--- src/rtl/stepper_ramp.sv ---
// stepper_ramp: linear half-step period ramp generator feeding the stepper phase driver.
// Optional readback check of the driver's echoed command word: define STEPPER_RAMP_ECHO_CHECK_EN.
module stepper_ramp #(
    parameter int unsigned PERIOD_FAST = 263158,
    parameter int unsigned PERIOD_SLOW = 1000000,
    parameter int unsigned RAMP_DIV    = 1000000,
    parameter int unsigned RAMP_STEP   = 20000
) (
    input  logic        CLK100MHZ,
    input  logic        CPU_RESETN,
    input  logic        wr_en,
    input  logic [31:0] wr_data,
`ifdef STEPPER_RAMP_ECHO_CHECK_EN
    input  logic [31:0] cmd_echo,
    output logic        echo_err,
`endif
    output logic [31:0] cmd_data,
    output logic        cmd_valid,
    output logic        busy
);

    localparam int unsigned CW = (RAMP_DIV > 2) ? $clog2(RAMP_DIV) : 1;
    localparam logic [21:0]   FAST     = 22'(PERIOD_FAST);
    localparam logic [21:0]   SLOW     = 22'(PERIOD_SLOW);
    localparam logic [21:0]   STEP     = 22'(RAMP_STEP);
    localparam logic [CW-1:0] CNT_LAST = CW'(RAMP_DIV - 1);

    typedef enum logic [1:0] {
        IDLE = 2'd0,
        RAMP = 2'd1,
        HOLD = 2'd2,
        STOP = 2'd3
    } state_t;

    state_t        state;
    logic [21:0]   cur;
    logic [21:0]   tgt;
    logic          run;
    logic          en;
    logic [CW-1:0] ramp_cnt;

    logic          tick;
    logic [21:0]   wr_period;
    logic [21:0]   tgt_in;
    logic [21:0]   step_ramp;
    logic [21:0]   step_stop;
    logic          unused_bits;

    assign unused_bits = ^wr_data[31:23];

    // Magnitude is compared before subtracting so the 22-bit result never wraps.
    function automatic logic [21:0] step_toward(input logic [21:0] val, input logic [21:0] goal);
        logic [21:0] diff;
        if (val > goal) begin
            diff = val - goal;
            return (diff > STEP) ? (val - STEP) : goal;
        end else begin
            diff = goal - val;
            return (diff > STEP) ? (val + STEP) : goal;
        end
    endfunction

    function automatic logic [31:0] pack(input logic bridge_en, input logic [21:0] period);
        return {8'h00, bridge_en, bridge_en, period};
    endfunction

    always_comb begin
        wr_period = wr_data[21:0];
        if (wr_period < FAST)
            tgt_in = FAST;
        else if (wr_period > SLOW)
            tgt_in = SLOW;
        else
            tgt_in = wr_period;
        tick      = (ramp_cnt == CNT_LAST);
        step_ramp = step_toward(cur, tgt);
        step_stop = step_toward(cur, SLOW);
    end

    always_ff @(posedge CLK100MHZ or negedge CPU_RESETN) begin
        if (!CPU_RESETN) begin
            state     <= IDLE;
            cur       <= SLOW;
            tgt       <= SLOW;
            run       <= 1'b0;
            en        <= 1'b0;
            ramp_cnt  <= '0;
            cmd_data  <= pack(1'b0, SLOW);
            cmd_valid <= 1'b0;
            busy      <= 1'b0;
        end else begin
            cmd_valid <= 1'b0;
            if (wr_en) begin
                tgt <= tgt_in;
                run <= wr_data[22];
            end
            case (state)
                IDLE: begin
                    ramp_cnt <= '0;
                    if (run) begin
                        en        <= 1'b1;
                        cur       <= SLOW;
                        cmd_data  <= pack(1'b1, SLOW);
                        cmd_valid <= 1'b1;
                        state     <= RAMP;
                        busy      <= 1'b1;
                    end
                end
                RAMP: begin
                    if (!run) begin
                        state    <= STOP;
                        ramp_cnt <= '0;
                    end else if (cur == tgt) begin
                        state    <= HOLD;
                        busy     <= 1'b0;
                        ramp_cnt <= '0;
                    end else if (tick) begin
                        cur       <= step_ramp;
                        cmd_data  <= pack(en, step_ramp);
                        cmd_valid <= 1'b1;
                        ramp_cnt  <= '0;
                        if (step_ramp == tgt) begin
                            state <= HOLD;
                            busy  <= 1'b0;
                        end
                    end else begin
                        ramp_cnt <= ramp_cnt + CW'(1);
                    end
                end
                HOLD: begin
                    ramp_cnt <= '0;
                    if (!run) begin
                        state <= STOP;
                        busy  <= 1'b1;
                    end else if (tgt != cur) begin
                        state <= RAMP;
                        busy  <= 1'b1;
                    end
                end
                STOP: begin
                    if (run) begin
                        state    <= RAMP;
                        ramp_cnt <= '0;
                    end else if (cur == SLOW) begin
                        // Final strobe only drops the bridge enables; the period is already slow.
                        en        <= 1'b0;
                        cmd_data  <= pack(1'b0, cur);
                        cmd_valid <= 1'b1;
                        state     <= IDLE;
                        busy      <= 1'b0;
                        ramp_cnt  <= '0;
                    end else if (tick) begin
                        cur       <= step_stop;
                        cmd_data  <= pack(en, step_stop);
                        cmd_valid <= 1'b1;
                        ramp_cnt  <= '0;
                    end else begin
                        ramp_cnt <= ramp_cnt + CW'(1);
                    end
                end
                default: begin
                    state    <= IDLE;
                    busy     <= 1'b0;
                    ramp_cnt <= '0;
                end
            endcase
        end
    end

`ifdef STEPPER_RAMP_ECHO_CHECK_EN
    // cmd_valid is high during the cycle after the strobe edge, when the echo is compared.
    always_ff @(posedge CLK100MHZ or negedge CPU_RESETN) begin
        if (!CPU_RESETN)
            echo_err <= 1'b0;
        else if (wr_en)
            echo_err <= 1'b0;
        else if (cmd_valid && (cmd_echo != cmd_data))
            echo_err <= 1'b1;
    end
`endif

endmodule

--- config.mk ---
export PLATFORM = sky130hd
export DESIGN_NAME = stepper_ramp
export DESIGN_NICKNAME = d
export VERILOG_FILES = /design/src/rtl/stepper_ramp.sv
export SDC_FILE = /design/constraint.sdc
export NUM_CORES = 1
export LEC_CHECK = 0
export BUFFER_PORTS_ARGS = -buffer_cell sky130_fd_sc_hd__buf_2
export CORE_ASPECT_RATIO = 1.1
export CORE_UTILIZATION = 50
export CTS_CLUSTER_DIAMETER = 40
export DETAILED_ROUTE_END_ITERATION = 10
export HOLD_SLACK_MARGIN = 0.02
export PLACE_DENSITY = 0.68
export SLEW_MARGIN = 20
export SYNTH_ARGS = -nofsm -noshare
export SYNTH_HDL_FRONTEND = slang
export SYNTH_SLANG_ARGS = --single-unit
--- constraint.sdc ---
create_clock -name CLK100MHZ -period 6.6 [get_ports CLK100MHZ]
set_input_delay 0 -clock CLK100MHZ [delete_from_list [all_inputs] [get_ports CLK100MHZ]]
set_output_delay 0 -clock CLK100MHZ [all_outputs]
set_load 0.05 [all_outputs]
==> flow_summary.toml <==
[status]
status = "finished, final reports clean"

[yosys]
synth.area.mux_share = 0.00738
synthArstFlopShare = 1.00
synth_flop_cell = "dfrtp_1"
yosysTopAreaCellShare = 0.208
synth_area_leaders = "dfrtp_1 21%, ha_1 7.4%, dfstp_2 6.4%"
synth_top_family_by_area = "compound AO/OA/AOI/OAI gates"
yosysSeqAreaShare = 0.272
synth_cell_types = 83
yosysWarnings = 0
synth_common_cells = "144 x nand2_1, 122 x nor2_1, 104 x a21oi_1, 78 x o21ai_0, 72 x dfrtp_1"
synth_most_common_cell = "nand2_1"
synth-edff-count = 0
synth-simple-area-share = 0.219
avgSynthCellArea_um2 = 7.51
synth_area_leader_cell = "dfrtp_1"
mappedNetlistArea_um2 = 8650
netlist_instances = 1151
synth_xor_area_frac = 0.0739
synth_compound_area_frac = 0.283
synth-seq-cells = 93
synthAdderAreaFrac = 0.0761

[clock_tree]
htreeDepth = 3
clkLatencyLatePin_ns = 0.37
cts_tree = "built"
clk_pin_slew_ns = 0.07
cts_root_buf = "clkbuf_16"
cts_setup_buffers = 0
ctsResizeCount = 0
numCtsBuffers = 9
cts.sinks = 93
clk_path_buf_depth = 2

[hold_path]
min_path_type = "input port to register"

[route]
wire_per_inst_um = 21.0
initialDrtViolationCount = 1004
vias = 9168
routed_wl_mm = 29.9
viasPerCell = 6.42
drtAntennaViolNets = 0
drc = 0
first_pass_iters = 5

[layout]
drive_gt1_frac = 0.113
multi_input_area_um2 = 5740
post-route-cell-area_um2 = 9540
seq_area_um2 = 2350
antenna_cells = 0
areaGrowthSynthToFinish_pct = 10.3
layout.nets = 1276
fillCellCount = 1614

[timing]
timing.final.crit_share = 0.919
setup_violations = 0
fin_crit_ns = 6.07
hold_viol = 0
rsz0062_at_grt = "false"
fin_worst_skew_ns = 0.00830
final.setup.tns_ns = 0
worst_slack_ns = 0.534
timing.slew.headroom = 0.312
final_max_slew_viol_count = 0
worst_pin_slew_ns = 1.03
fmax_ghz = 0.165

[floorplanning]
rows = 50
die_w_um = 127
start_util = 0.510
core-area_um2 = 17000
die_area_um2 = 17800
die_h_um = 140
ios = 69

[place]
dpl_cell_area_um2 = 9040
gp_congestion = 1.03
dp_slack_ns = 0.715
dp_hpwl_mm = 22.5
port_buffers = 51

[pwr]
p_int_mw = 2.17
power.density_nw_per_um2 = 512
p_total_mw = 4.89
swShare = 0.556
switchingPower_mw = 2.71
pwr-share-seq = 0.184
p_comb_frac = 0.705
leakagePower_nw = 4.03
irDropWorstVdd_uv = 323
clock_power_share = 0.112

[global_routing]
antenna_found_initial = 0
grt_pass1_wl_mm = 47.9
grt_max_degree = 51
grt_pass1_vias = 8755
grt_overflow = 0
grtUsageTotal = 0.348

[setup_path]
cp.required_ns = 6.85
critical_path.max_fanout = 18
cp-start-kind = "register"
path_class = "register to register"
worst_setup_path_end_kind = "register"
arrival_ns = 6.32

[run]
maxCapViolations = 0
-- worst max-delay path, stage by stage (launching register included) --
cell       delay, ns
dfstp_2         0.67
inv_1           0.24
ha_1            0.51
and4_4          0.25
nor3b_2         0.17
a221oi_2        0.47
o21bai_1        0.13
xor2_1          0.16
a2111oi_2       0.41
o211ai_2        0.31
o21bai_2        0.75
a21oi_1         0.09
or4_1           0.45
a221o_1         0.27
nand4b_1        0.22
o31a_1          0.36
o21ai_1         0.15
mux2_1          0.33
-- cells in the final DEF (no fill, tap or decap), types with 9 or more instances in the layout --
cell type / n
nand2_1: 144
clkbuf_16: 9
xor2_1: 32
o22a_1: 9
o211ai_1: 19
nor3_1: 34
dfrtp_1: 72
nand3_1: 41
xnor2_1: 41
a31oi_1: 13
o21ai_1: 12
inv_1: 60
a211oi_1: 17
buf_2: 50
dfstp_2: 21
a221oi_1: 11
ha_1: 51
a21oi_1: 103
a21o_1: 11
and3_1: 11
nand4_1: 15
dlygate4sd3_1: 20
buf_4: 22
o21ai_0: 78
nor2_1: 122
o22ai_1: 15
-- path summary, 6_finish.rpt --
| check | cells after the start | slack, ns | start | endpoint |
|---|---|---|---|---|
| worst min register to register | 2 | 0.48 | cmd_data[20]$_DFFE_PN0P_ | cmd_data[20]$_DFFE_PN0P_ |
| worst max register to register | 17 | 0.53 | cur[9]$_DFFE_PN1P_ | state[0]$_DFFE_PN0P_ |
| max in group asynchronous | 3 | 5.33 | CPU_RESETN | cur[2]$_DFFE_PN0P_ |
| worst max-delay path | 17 | 0.53 | cur[9]$_DFFE_PN1P_ | state[0]$_DFFE_PN0P_ |
| worst min-delay path | 3 | 0.06 | wr_data[17] | tgt[17]$_DFFE_PN1P_ |
| min in group asynchronous | 2 | 0.17 | CPU_RESETN | ramp_cnt[18]$_DFF_PN0_ |
-- through the flow --
stage	hold WS, ns	instances	utilization
finish	0.0617	1428	0.563
global route	0.0840	1428	0.563
CTS	0.0385	1428	0.563
detailed placement	0.0288	1392	0.533
global placement	0.0220	1392	0.533
floorplan	-0.296	1158	-
-- power groups by stage --
stage	sequential (mW)	combinational (mW)	clock [mW]
3_3_place_gp	0.897	3.31	0
4_1_cts	0.889	3.34	0.553
3_5_place_dp	0.898	3.31	0
6_report	0.897	3.44	0.546
5_1_grt	0.914	3.72	0.570
2_1_floorplan	1.00	2.34	0
-- final cells by class --
class | instances | area share
Tap cell | 234 | 0.0307
Multi-Input combinational cell | 930 | 0.602
Sequential cell | 93 | 0.247
Timing Repair Buffer | 92 | 0.0645
Inverter | 63 | 0.0248
Clock buffer | 10 | 0.0240
Clock inverter | 6 | 0.00735
-- metal layers --
metal | global-route usage | vias up | routed length [um]
met5 | 0 | - | 0
met4 | 0.191 | 0 | 1610
met3 | 0.0626 | 125 | 2290
met2 | 0.542 | 488 | 13500
met1 | 0.458 | 4355 | 12600
li1 | - | 4200 | -
-- cells by family after synthesis --
| family | count (synthesis) |
|---|---|
| compound gates | 373 |
| xor+xnor | 73 |
| fa+ha+maj | 52 |
| buf+inv | 135 |
| flops | 93 |
| mux | 6 |
| other cells | 1 |
| simple gates | 418 |
-- sequential cells by signal, summed over array words and instances (netlist names) --
| register | cells |
|---|---|
| cmd_valid | 1 |
| run | 1 |
| cmd_data | 23 |
| ramp_cnt | 20 |
| en | 1 |
| tgt | 22 |
| cur | 22 |
| busy | 1 |
| state | 2 |
-- timing repair --
item	4_1_cts	5_1_grt
endpoints found under the hold margin	61	0
setup endpoints to repair	0	0
hold buffers	20	0
No activity file was read; power rests on OpenSTA's default activity.
